## config.mk

```make
export PLATFORM = sky130hd
export DESIGN_NAME = score_ctrl_flat
export DESIGN_NICKNAME = d
export VERILOG_FILES = /design/src/rtl/score_pkg.sv /design/src/rtl/score_ctrl_if.sv /design/src/rtl/score_ctrl_seg7.sv /design/src/rtl/score_ctrl.sv /design/src/flat_wrapper.sv
export SDC_FILE = /design/constraint.sdc
export NUM_CORES = 1
export LEC_CHECK = 0
export ABC_AREA = 0
export BUFFER_PORTS_ARGS = -buffer_cell sky130_fd_sc_hd__buf_2
export CAP_MARGIN = 20
export CORE_MARGIN = 2
export CORE_UTILIZATION = 50
export DETAILED_ROUTE_END_ITERATION = 10
export PLACE_DENSITY_LB_ADDON = 0.1
export SYNTH_ARGS = -nofsm -noshare
export SYNTH_HDL_FRONTEND = slang
export SYNTH_HIERARCHICAL = 1
export SYNTH_SLANG_ARGS = --single-unit
```

## constraint.sdc

```tcl
create_clock -name clock -period 2.3 [get_ports clock]
set_clock_uncertainty 0.05 [all_clocks]
set_input_delay 0.46 -clock clock [delete_from_list [all_inputs] [get_ports clock]]
set_output_delay 0.46 -clock clock [all_outputs]
set_load 0.05 [all_outputs]
```

## src/rtl/score_pkg.sv

```systemverilog
// Shared types and constants for the score controller: FSM states, the 7-segment
// glyph table and an MSD-first BCD magnitude compare.
package score_pkg;

    typedef enum logic [1:0] {
        IDLE    = 2'd0,
        PLAYING = 2'd1,
        UPDATE  = 2'd2,
        OVER    = 2'd3
    } state_t;

    localparam int MAX_DIGITS = 6;
    localparam int BCD_W      = 4 * MAX_DIGITS;

    // Active-low segments {g,f,e,d,c,b,a}
    localparam logic [6:0] SEG_0     = 7'h40;
    localparam logic [6:0] SEG_1     = 7'h79;
    localparam logic [6:0] SEG_2     = 7'h24;
    localparam logic [6:0] SEG_3     = 7'h30;
    localparam logic [6:0] SEG_4     = 7'h19;
    localparam logic [6:0] SEG_5     = 7'h12;
    localparam logic [6:0] SEG_6     = 7'h02;
    localparam logic [6:0] SEG_7     = 7'h78;
    localparam logic [6:0] SEG_8     = 7'h00;
    localparam logic [6:0] SEG_9     = 7'h10;
    localparam logic [6:0] SEG_BLANK = 7'h7F;

    function automatic logic bcd_gt(input logic [BCD_W-1:0] a, input logic [BCD_W-1:0] b);
        logic decided;
        logic gt;
        decided = 1'b0;
        gt      = 1'b0;
        for (int i = MAX_DIGITS - 1; i >= 0; i--) begin
            if (!decided && (a[4*i +: 4] != b[4*i +: 4])) begin
                decided = 1'b1;
                gt      = (a[4*i +: 4] > b[4*i +: 4]);
            end
        end
        return gt;
    endfunction

endpackage

```

## src/rtl/score_ctrl_if.sv

```systemverilog
// Game-logic side of the score controller: control levels in, score/display out.
interface score_ctrl_if #(parameter int NUM_DIGITS = 3);
    logic                      start;
    logic                      detect_score;
    logic                      game_over;
    logic                      show_high;
    logic [4*NUM_DIGITS-1:0]   score_bcd;
    logic [4*NUM_DIGITS-1:0]   high_bcd;
    logic [7*NUM_DIGITS-1:0]   HEX;
    logic                      playing;
    logic                      new_high;
    logic                      saturated;

    modport master (
        output start, detect_score, game_over, show_high,
        input  score_bcd, high_bcd, HEX, playing, new_high, saturated
    );

    modport slave (
        input  start, detect_score, game_over, show_high,
        output score_bcd, high_bcd, HEX, playing, new_high, saturated
    );
endinterface

```

## src/rtl/score_ctrl_seg7.sv

```systemverilog
// Combinational BCD digit to active-low 7-segment glyph; non-BCD codes go dark.
module bcd_seg7
    import score_pkg::*;
(
    input  logic [3:0] digit,
    output logic [6:0] seg
);
    always_comb begin
        seg = SEG_BLANK;
        case (digit)
            4'd0: seg = SEG_0;
            4'd1: seg = SEG_1;
            4'd2: seg = SEG_2;
            4'd3: seg = SEG_3;
            4'd4: seg = SEG_4;
            4'd5: seg = SEG_5;
            4'd6: seg = SEG_6;
            4'd7: seg = SEG_7;
            4'd8: seg = SEG_8;
            4'd9: seg = SEG_9;
            default: seg = SEG_BLANK;
        endcase
    end
endmodule

```

## src/rtl/score_ctrl.sv

```systemverilog
// Game score controller: strobe edge detect, game FSM, saturating BCD score,
// session high score and registered 7-segment display drive.
module score_ctrl
    import score_pkg::*;
#(
    parameter int NUM_DIGITS = 3,
    parameter bit BLANK_LZ   = 1'b1
) (
    input  logic         clock,
    input  logic         reset,
    score_ctrl_if.slave  bus
);
    localparam int W  = 4 * NUM_DIGITS;
    localparam int HW = 7 * NUM_DIGITS;

    state_t            state, state_nxt;
    logic              det_q, pulse, enter_play, saturated, new_high, carry, above;
    logic [W-1:0]      score, high, score_inc, disp;
    logic [HW-1:0]     hex_q, hex_nxt, hex_rst, seg_raw;
    logic [NUM_DIGITS-1:0] zero_above;

    assign pulse      = bus.detect_score & ~det_q;
    assign enter_play = bus.start && ((state == IDLE) || (state == OVER));

    always_comb begin
        saturated = 1'b1;
        for (int i = 0; i < NUM_DIGITS; i++)
            if (score[4*i +: 4] != 4'd9) saturated = 1'b0;
    end

    // Ripple carry: a digit advances only while every lower digit wraps from 9.
    always_comb begin
        score_inc = score;
        carry     = 1'b1;
        for (int i = 0; i < NUM_DIGITS; i++) begin
            if (carry) begin
                if (score[4*i +: 4] == 4'd9) begin
                    score_inc[4*i +: 4] = 4'd0;
                end else begin
                    score_inc[4*i +: 4] = score[4*i +: 4] + 4'd1;
                    carry = 1'b0;
                end
            end
        end
    end

    always_comb begin
        state_nxt = state;
        case (state)
            IDLE:    if (bus.start)     state_nxt = PLAYING;
            PLAYING: if (bus.game_over) state_nxt = UPDATE;
            UPDATE:                     state_nxt = OVER;
            OVER:    if (bus.start)     state_nxt = PLAYING;
            default:                    state_nxt = IDLE;
        endcase
    end

    always_ff @(posedge clock) begin
        if (reset) state <= IDLE;
        else       state <= state_nxt;
    end

    always_ff @(posedge clock) begin
        if (reset) begin
            det_q    <= 1'b1;
            score    <= '0;
            high     <= '0;
            new_high <= 1'b0;
        end else begin
            det_q <= bus.detect_score;
            if (enter_play) begin
                score    <= '0;
                new_high <= 1'b0;
            end else if ((state == PLAYING) && pulse && !saturated) begin
                score <= score_inc;
            end
            if (state == UPDATE) begin
                if (bcd_gt(BCD_W'(score), BCD_W'(high))) begin
                    high     <= score;
                    new_high <= 1'b1;
                end else begin
                    new_high <= 1'b0;
                end
            end
        end
    end

    assign disp = bus.show_high ? high : score;

    for (genvar g = 0; g < NUM_DIGITS; g++) begin : g_digit
        bcd_seg7 u_seg (
            .digit (disp[4*g +: 4]),
            .seg   (seg_raw[7*g +: 7])
        );
        assign hex_rst[7*g +: 7] = (BLANK_LZ && (g > 0)) ? SEG_BLANK : SEG_0;
    end

    always_comb begin
        zero_above = '0;
        above      = 1'b1;
        for (int i = NUM_DIGITS - 1; i >= 0; i--) begin
            above         = above && (disp[4*i +: 4] == 4'd0);
            zero_above[i] = above;
        end
    end

    always_comb begin
        hex_nxt = seg_raw;
        for (int i = 1; i < NUM_DIGITS; i++)
            if (BLANK_LZ && zero_above[i]) hex_nxt[7*i +: 7] = SEG_BLANK;
    end

    always_ff @(posedge clock) begin
        if (reset) hex_q <= hex_rst;
        else       hex_q <= hex_nxt;
    end

    assign bus.score_bcd = score;
    assign bus.high_bcd  = high;
    assign bus.HEX       = hex_q;
    assign bus.playing   = (state == PLAYING);
    assign bus.new_high  = new_high;
    assign bus.saturated = saturated;
endmodule

```

## src/flat_wrapper.sv

```systemverilog
// flat-port wrapper written by rule: the top's interface ports become plain ports
module score_ctrl_flat import score_pkg::*;
#(
    parameter int NUM_DIGITS = 3,
    parameter bit BLANK_LZ   = 1'b1
)
  (clock, reset, bus_start, bus_detect_score, bus_game_over, bus_show_high, bus_score_bcd, bus_high_bcd, bus_HEX, bus_playing, bus_new_high, bus_saturated);
  score_ctrl_if #(.NUM_DIGITS(NUM_DIGITS)) bus_i ();
  input  logic clock;
  input  logic reset;
  input wire logic [$bits(bus_i.start)-1:0] bus_start;
  input wire logic [$bits(bus_i.detect_score)-1:0] bus_detect_score;
  input wire logic [$bits(bus_i.game_over)-1:0] bus_game_over;
  input wire logic [$bits(bus_i.show_high)-1:0] bus_show_high;
  output wire logic [$bits(bus_i.score_bcd)-1:0] bus_score_bcd;
  output wire logic [$bits(bus_i.high_bcd)-1:0] bus_high_bcd;
  output wire logic [$bits(bus_i.HEX)-1:0] bus_HEX;
  output wire logic [$bits(bus_i.playing)-1:0] bus_playing;
  output wire logic [$bits(bus_i.new_high)-1:0] bus_new_high;
  output wire logic [$bits(bus_i.saturated)-1:0] bus_saturated;
  assign bus_i.start = bus_start;
  assign bus_i.detect_score = bus_detect_score;
  assign bus_i.game_over = bus_game_over;
  assign bus_i.show_high = bus_show_high;
  assign bus_score_bcd = bus_i.score_bcd;
  assign bus_high_bcd = bus_i.high_bcd;
  assign bus_HEX = bus_i.HEX;
  assign bus_playing = bus_i.playing;
  assign bus_new_high = bus_i.new_high;
  assign bus_saturated = bus_i.saturated;
  score_ctrl #(.NUM_DIGITS(NUM_DIGITS), .BLANK_LZ(BLANK_LZ)) u_core (.clock(clock), .reset(reset), .bus(bus_i));
endmodule
```

== Yosys cells after proc, flatten, opt, wreduce, memory -nomap -nowiden ==
Memory sizes are Yosys's and may differ from the RTL's. A register that Yosys moved wholly into a read port is not among the register bits.
Index checks and enable logic that the tools add are counted.
Storage, ports and cells
  input port bits: 6
  logic and storage cells: 81
  ROM bits: 336
  latch bits: 0
  RAM bits: 0
  output and inout port bits: 48
  memories: 3
  register bits after elaboration: 28
Memories
  (no name shown): words 16, width 7, rd ports 1, clocked after Yosys merged registers in 1, wr ports 0, RTL line score_ctrl_seg7.sv:10  | case (digit)
  (no name shown): words 16, width 7, rd ports 1, clocked after Yosys merged registers in 1, wr ports 0, RTL line score_ctrl_seg7.sv:10
  (no name shown): words 16, width 7, rd ports 1, clocked after Yosys merged registers in 1, wr ports 0, RTL line score_ctrl_seg7.sv:10
Operators by class
  bitwise operators: 2
  $lt $le $gt $ge: 3
  muxes and demuxes: 27
  shift-type cells: 0
  div/mod/pow operators: 0
  reduce and logical (&&, ||, !) cells: 22
  equal/unequal tests: 14
  multiply operators: 0
  $add $sub $neg: 3
Operators by type and width (number)
  1-bit 2-to-1 mux: 20
  4-bit by 1-bit adder with 4-bit output (second input constant): 3
  4-bit equality test (second input constant): 3
  4-bit > comparator: 3
  12-bit 2-to-1 mux: 1
  4-bit 2-to-1 mux: 3
  4-bit inequality test: 3
  4-bit inequality test (second input constant): 3
  4-bit zero test: 2
  2-bit AND reduction: 4
  2-bit OR reduction: 4
  1-bit logical AND: 6
  2-bit one-hot mux with 3 select lines: 1
  2-bit equality test (second input constant): 2
  2-bit 2-to-1 mux: 2
  1-bit zero test: 3
  2-bit by 1-bit equality test with 1-bit output (second input constant): 1
  2-bit zero test: 1
  2-bit by 1-bit inequality test with 1-bit output (second input constant): 1
  2-bit inequality test (second input constant): 1
  2-bit nonzero test: 1
  1-bit bitwise AND: 1
  1-bit logical OR: 1
  1-bit inverter: 1

== Depth between registers and ports, before layout ==
  word-level depth: 16
  mapped depth: 10
  depth with buffers taken out: 8

== Hierarchy ==
Netlist, hierarchy kept.
By module, submodules not included
  score_ctrl: seq. area each 980.9 um2, times used 1, cells an instance 253, area an instance 2313.5 um2
  bcd_seg7 at u_core.g_digit[0].u_seg ...: seq. area each 0.0 um2, times used 2, cells an instance 31, area an instance 200.2 um2
  bcd_seg7 at u_core.g_digit[2].u_seg: seq. area each 0.0 um2, times used 1, cells an instance 33, area an instance 210.2 um2

== Least setup slack after synthesis ==
OpenSTA, ideal clock, no wires.
  kind: register -> output
  start: register u_core.score[8], in the netlist u_core/bus.score_bcd[8]
  end: output port bus_saturated
  arrival: 1917 ps
  path slack: -127 ps
  required time: 1790 ps
  path buffers: 1
  cell stages (with the launch flop): 5
  path through: dfxtp_1 buf_2 and4bb_1 nand2_1 nor2_1
Between the ends
  word-level cells in the longest chain between the ends: 2
Ends and longest elaborated chain
  start, declared: RTL line score_ctrl.sv:18  | logic [W-1:0] score, high, score_inc, disp;
  start signal, assigned: RTL line score_ctrl.sv:75  | score <= score_inc;
  4-bit inequality test: RTL line score_ctrl.sv:28  | if (score[4*i +: 4] != 4'd9) saturated = 1'b0;
  1-bit 2-to-1 mux: RTL line score_ctrl.sv:28
  end, declared: RTL line flat_wrapper.sv:20  | output wire logic [$bits(bus_i.saturated)-1:0] bus_saturated;
Every way passes these cells.

== Worst setup path after layout ==
  start: register u_core.high[1], in the netlist u_core/bus.high_bcd[1]
  end: register u_core.new_high, in the netlist u_core/bus.new_high
Between the ends
  word-level cells in the longest chain between the ends: 7
  elaborated cells on any way between the ends: 8
  classes of those cells: order compare: 1; eq/ne: 1; mux: 5; reduce/logical: 1
Ends and longest elaborated chain
  start, declared: RTL line score_ctrl.sv:18
  start signal, assigned: RTL line score_ctrl.sv:79  | high <= score;
  parallel branches: the longest is 2 deep, another holds 4-bit > comparator
  1-bit 2-to-1 mux *: RTL line score_pkg.sv:34  | if (!decided && (a[4*i +: 4] != b[4*i +: 4])) begin
  1-bit 2-to-1 mux *: RTL line score_ctrl.sv:77  | if (state == UPDATE) begin
  1-bit 2-to-1 mux *: RTL line score_ctrl.sv:64  | if (reset) begin
  1-bit 2-to-1 mux *: RTL line score_ctrl.sv:78  | if (bcd_gt(BCD_W'(score), BCD_W'(high))) begin
  1-bit 2-to-1 mux *: RTL line score_ctrl.sv:77
  end signal, assigned: RTL line score_ctrl.sv:68  | new_high <= 1'b0;
  end signal, assigned: RTL line score_ctrl.sv:80  | new_high <= 1'b1;
  end signal, assigned: RTL line score_ctrl.sv:82  | new_high <= 1'b0;
  end, declared: RTL line score_ctrl.sv:17  | logic det_q, pulse, enter_play, saturated, new_high, carry, above;
Mark *: on every way between the ends. The select of a mux whose other input is x is not followed.
A chain may end at the register's enable or synchronous reset.

==> results by group <==
Synthesis
  – Number of flops mapped to enable cells by yosys: 0
  – Syn avg cell area: 8.40 sq um
  – Post-synthesis cell count: between 300 and 400
  – Post-synthesis sequential area ratio: 33.5%
  – Post-synthesis compound-gate area fraction: 12.4%
  – Synthesized flop and latch total: 49
  – Synth Area in XOR/XNOR: 2.10%
  – Yosys cell types: 46
  – Post-synthesis mux area share: 6.80%
  – Mapped Area: 2920 sq um
  – Yosys warnings: 6
  – Dominant synthesized flop cell: dfxtp_1
  – Post-synth ARST share: 0%
  – Simple-gate area share of the yosys netlist: 25.9%
  – Syn_nets: between 300 and 400
  – Post-Synth Adder-Cell Area: between 10 and 15%
  – Largest family of logic cells by synthesized area: simple AND/OR/NAND/NOR gates

Floorplanning
  – FP Rows: 27
  – Die area: 6480 sq um
  – DIE HEIGHT: between 80 and 90 um
  – Die Width: about 80 um
  – Core area: 5570 sq um
  – Ports: 54
  – Starting Density: roughly 52%

Layout
  – Most frequent cells in the layout: buf_2 (53), dfxtp_1 (48), nand2_1 (46), inv_1 (30), ha_1 (30)
  – P&R area growth vs syn: 15.1%
  – Fillcell total: 537
  – Reg area: 982 sq um
  – Nets: 441
  – Area of the multi-input gates: 1760 sq um
  – ANT cells: 0
  – Commonest non-fill, non-tap cell in the layout: buf_2
  – Final cell utilization of the core: 60.4%
  – Layout cell share with drive strength beyond 1: 22.0%

Timing
  – Setup violators final: 0
  – Setup TNS: 0 ns
  – Min cycle time layout: between 2 and 2.5 ns
  – Final Cycle Share: 94.1%
  – Max-slew headroom: a little over a third
  – Final Hold Viols: 0
  – Final Max Tran Viols: 0
  – Achievable Freq: ~460 MHz
  – Worst slew pin tran: 0.950 ns
  – RSZ-0062 raised after global routing: false

Critical path
  – Required time of the critical path: 2.45 ns
  – Critical Path AT: 2.31 ns
  – Worst path max stage delay: 0.46 ns
  – Crit Path Max Fanout: 9
  – Critical path launch point: u_core/bus.high_bcd[1]
  – Critical path class: flop to flop
  – Type of origin of the critical path: flop
  – Crit. End Element: flop
  – R2r startpoint: u_core/bus.high_bcd[1]
  – Slowest library cell on the worst path: a2111oi_0
  – CP cell instances: inv_1 -> ha_1 -> nor2b_1 -> a2111oi_0 -> o21ai_1 -> o311a_1 -> buf_4 -> a21o_1

Clock network
  – CTS Root Buffer Type: clkbuf_8
  – Clock latency on the worst-skew pair: ~0.30 ns
  – # clock sinks: between 40 and 50
  – CTS tree: done
  – Num CTS Buffers: 5
  – # H-tree levels: 2
  – Max Root-Sink Buffers: 2
  – CTS clk-pin slew, worst paths: 0.08 ns
  – Post-CTS setup buffers: 0
  – Hold buffer count at cts: 0
  – Post-cts resize count: 0

Drt
  – Vias/cell: 5.07
  – Iteration-0 DRC Markers: between 50 and 60
  – DR vias: between 2000 and 2500
  – DRT Wirelength: 5.94 mm
  – Routed Antenna Nets: 0
  – Drt drc: 0
  – Detailed Routing Iterations Pass 1: 4
  – Wirelength per Cell: approximately 12 um

Global route
  – GR Util met1: 24.8%
  – Met2 Use GR: 33.1%
  – Grt met3 use: between 4 and 5%
  – First-pass GRT wire length: 10.0 mm
  – Gr usage total: about a fifth
  – Remaining Overflow, GRT: 0
  – Largest net degree at the start of global routing: 26
  – Number of global-route vias before repair: roughly 2200
  – Busiest layer in global routing: met2
  – Initial antenna violation count: 0

Run
  – # Max-Cap Violations: 0

Place
  – Buffers on Ports: 53
  – HPWL Detailed: 4.49 mm
  – GPL Wtd Cong: 0.865

Power
  – Max rail drop VDD: about 0.41 mV
  – Proportion of power drawn by flip-flops and latches: 53.3%
  – Combinational Power Share: approximately 16%
  – Power Density: between 400 and 500 nW/um^2
  – Internal power: 1.20 mW
  – Power consumption: 1.68 mW
  – Psw: approximately 0.48 mW
  – Switching share of total power: 28.4%
  – Clock power share: 30.3%
  – Lkg Pwr: 1.40 nW

Run status
  – Status: finished clean

Worst hold path
  – HP Class: input pin to flop
  – Worst hold start: bus_detect_score
==> Yosys cell counts, types with 2 or more instances <==
cell type | instances | area, sq um
dfxtp_1 | 49 | 981
nand2_1 | 46 | 173
ha_1 | 30 | 375
inv_1 | 30 | 113
o21ai_0 | 27 | 135
nor2_1 | 26 | 97.6
nand2b_1 | 22 | 138
a21oi_1 | 19 | 95.1
mux2i_1 | 12 | 120
nor2b_1 | 8 | 50.1
mux2_2 | 7 | 78.8
clkbuf_1 | 6 | 22.5
nand4_1 | 5 | 31.3
nor3_1 | 5 | 25.0
xnor2_1 | 4 | 35.0
a211oi_1 | 3 | 22.5
buf_2 | 3 | 15.0
buf_6 | 3 | 33.8
nand3_1 | 3 | 15.0
or2_1 | 3 | 18.8
or2_2 | 3 | 18.8
xor2_1 | 3 | 26.3
a211o_1 | 2 | 17.5
a21oi_2 | 2 | 17.5
and4bb_1 | 2 | 25.0
nor3_4 | 2 | 32.5
nor4_1 | 2 | 12.5
o21a_1 | 2 | 15.0
or4_1 | 2 | 15.0
==> final timing paths <==
check | slack (ns) | cells past startpoint | endpoint
min | 0.33 | 2 | u_core/det_q
min reg2reg | 0.45 | 2 | u_core/bus.high_bcd[2]
max reg2reg | 0.14 | 8 | u_core/bus.new_high
max | 0.14 | 8 | u_core/bus.new_high
==> sequential cells by signal, summed over array words and instances, names as in the netlist <==
register,flops
u_core/bus.new_high,1
u_core/bus.score_bcd,12
u_core/det_q,1
u_core/bus.high_bcd,12
u_core/bus.HEX,21
u_core/state,2
==> through the flow <==
step	cells	hold WS [ns]	setup WS (ns)	cell area, sq um
6_report	477	0.330	0.137	3370
5_1_grt	477	0.319	0.0576	3370
4_1_cts	477	0.317	0.156	3370
3_3_place_gp	470	0.427	0.0612	3280
3_5_place_dp	470	0.435	0.0819	3280
2_1_floorplan	348	0.416	0.0236	2930
==> per-layer routing <==
metal	share of wire [%]	vias to the layer above
met1	48	1090
met5	0	-
li1	-	1283
met3	4.4	6
met4	1.3	0
met2	46	41
==> layout make-up <==
class | instances | share of cell area (%)
multi-input combinational | 256 | 52.2
tap | 72 | 2.68
timing repair buffer | 62 | 9.89
sequential | 49 | 29.2
clock buffer | 7 | 2.57
inverter | 31 | 3.46
==> cells by family (layout without fill, tap and decap cells) <==
logic type	Yosys count	count (layout)
flip-flops	49	49
AO/OA/AOI/OAI	62	62
AND/OR/NAND/NOR	138	138
buffers and inverters	43	100
multiplexers	19	19
XOR/XNOR	7	7
adder cells (fa/ha/maj)	30	30
==> power by group through the flow <==
stage	Clock, mW	Combinational, mW	Sequential (mW)
CTS	0.527	0.277	0.893
detailed placement	0	0.275	0.913
global route	0.562	0.303	0.898
finish	0.508	0.275	0.892
floorplan	0	0.178	0.950
global placement	0	0.271	0.913
==> critical path, delay by kind of cell (launching register included) <==
| family | cells | cell delay [ns] |
|---|---|---|
| adders and majority gates | 1 | 0.28 |
| AOI/OAI and AO/OA | 4 | 0.94 |
| DFF | 1 | 0.40 |
| buffers and inverters | 2 | 0.27 |
| and+or+nand+nor | 1 | 0.13 |
Note: power is estimated with default switching activity, not from simulation.
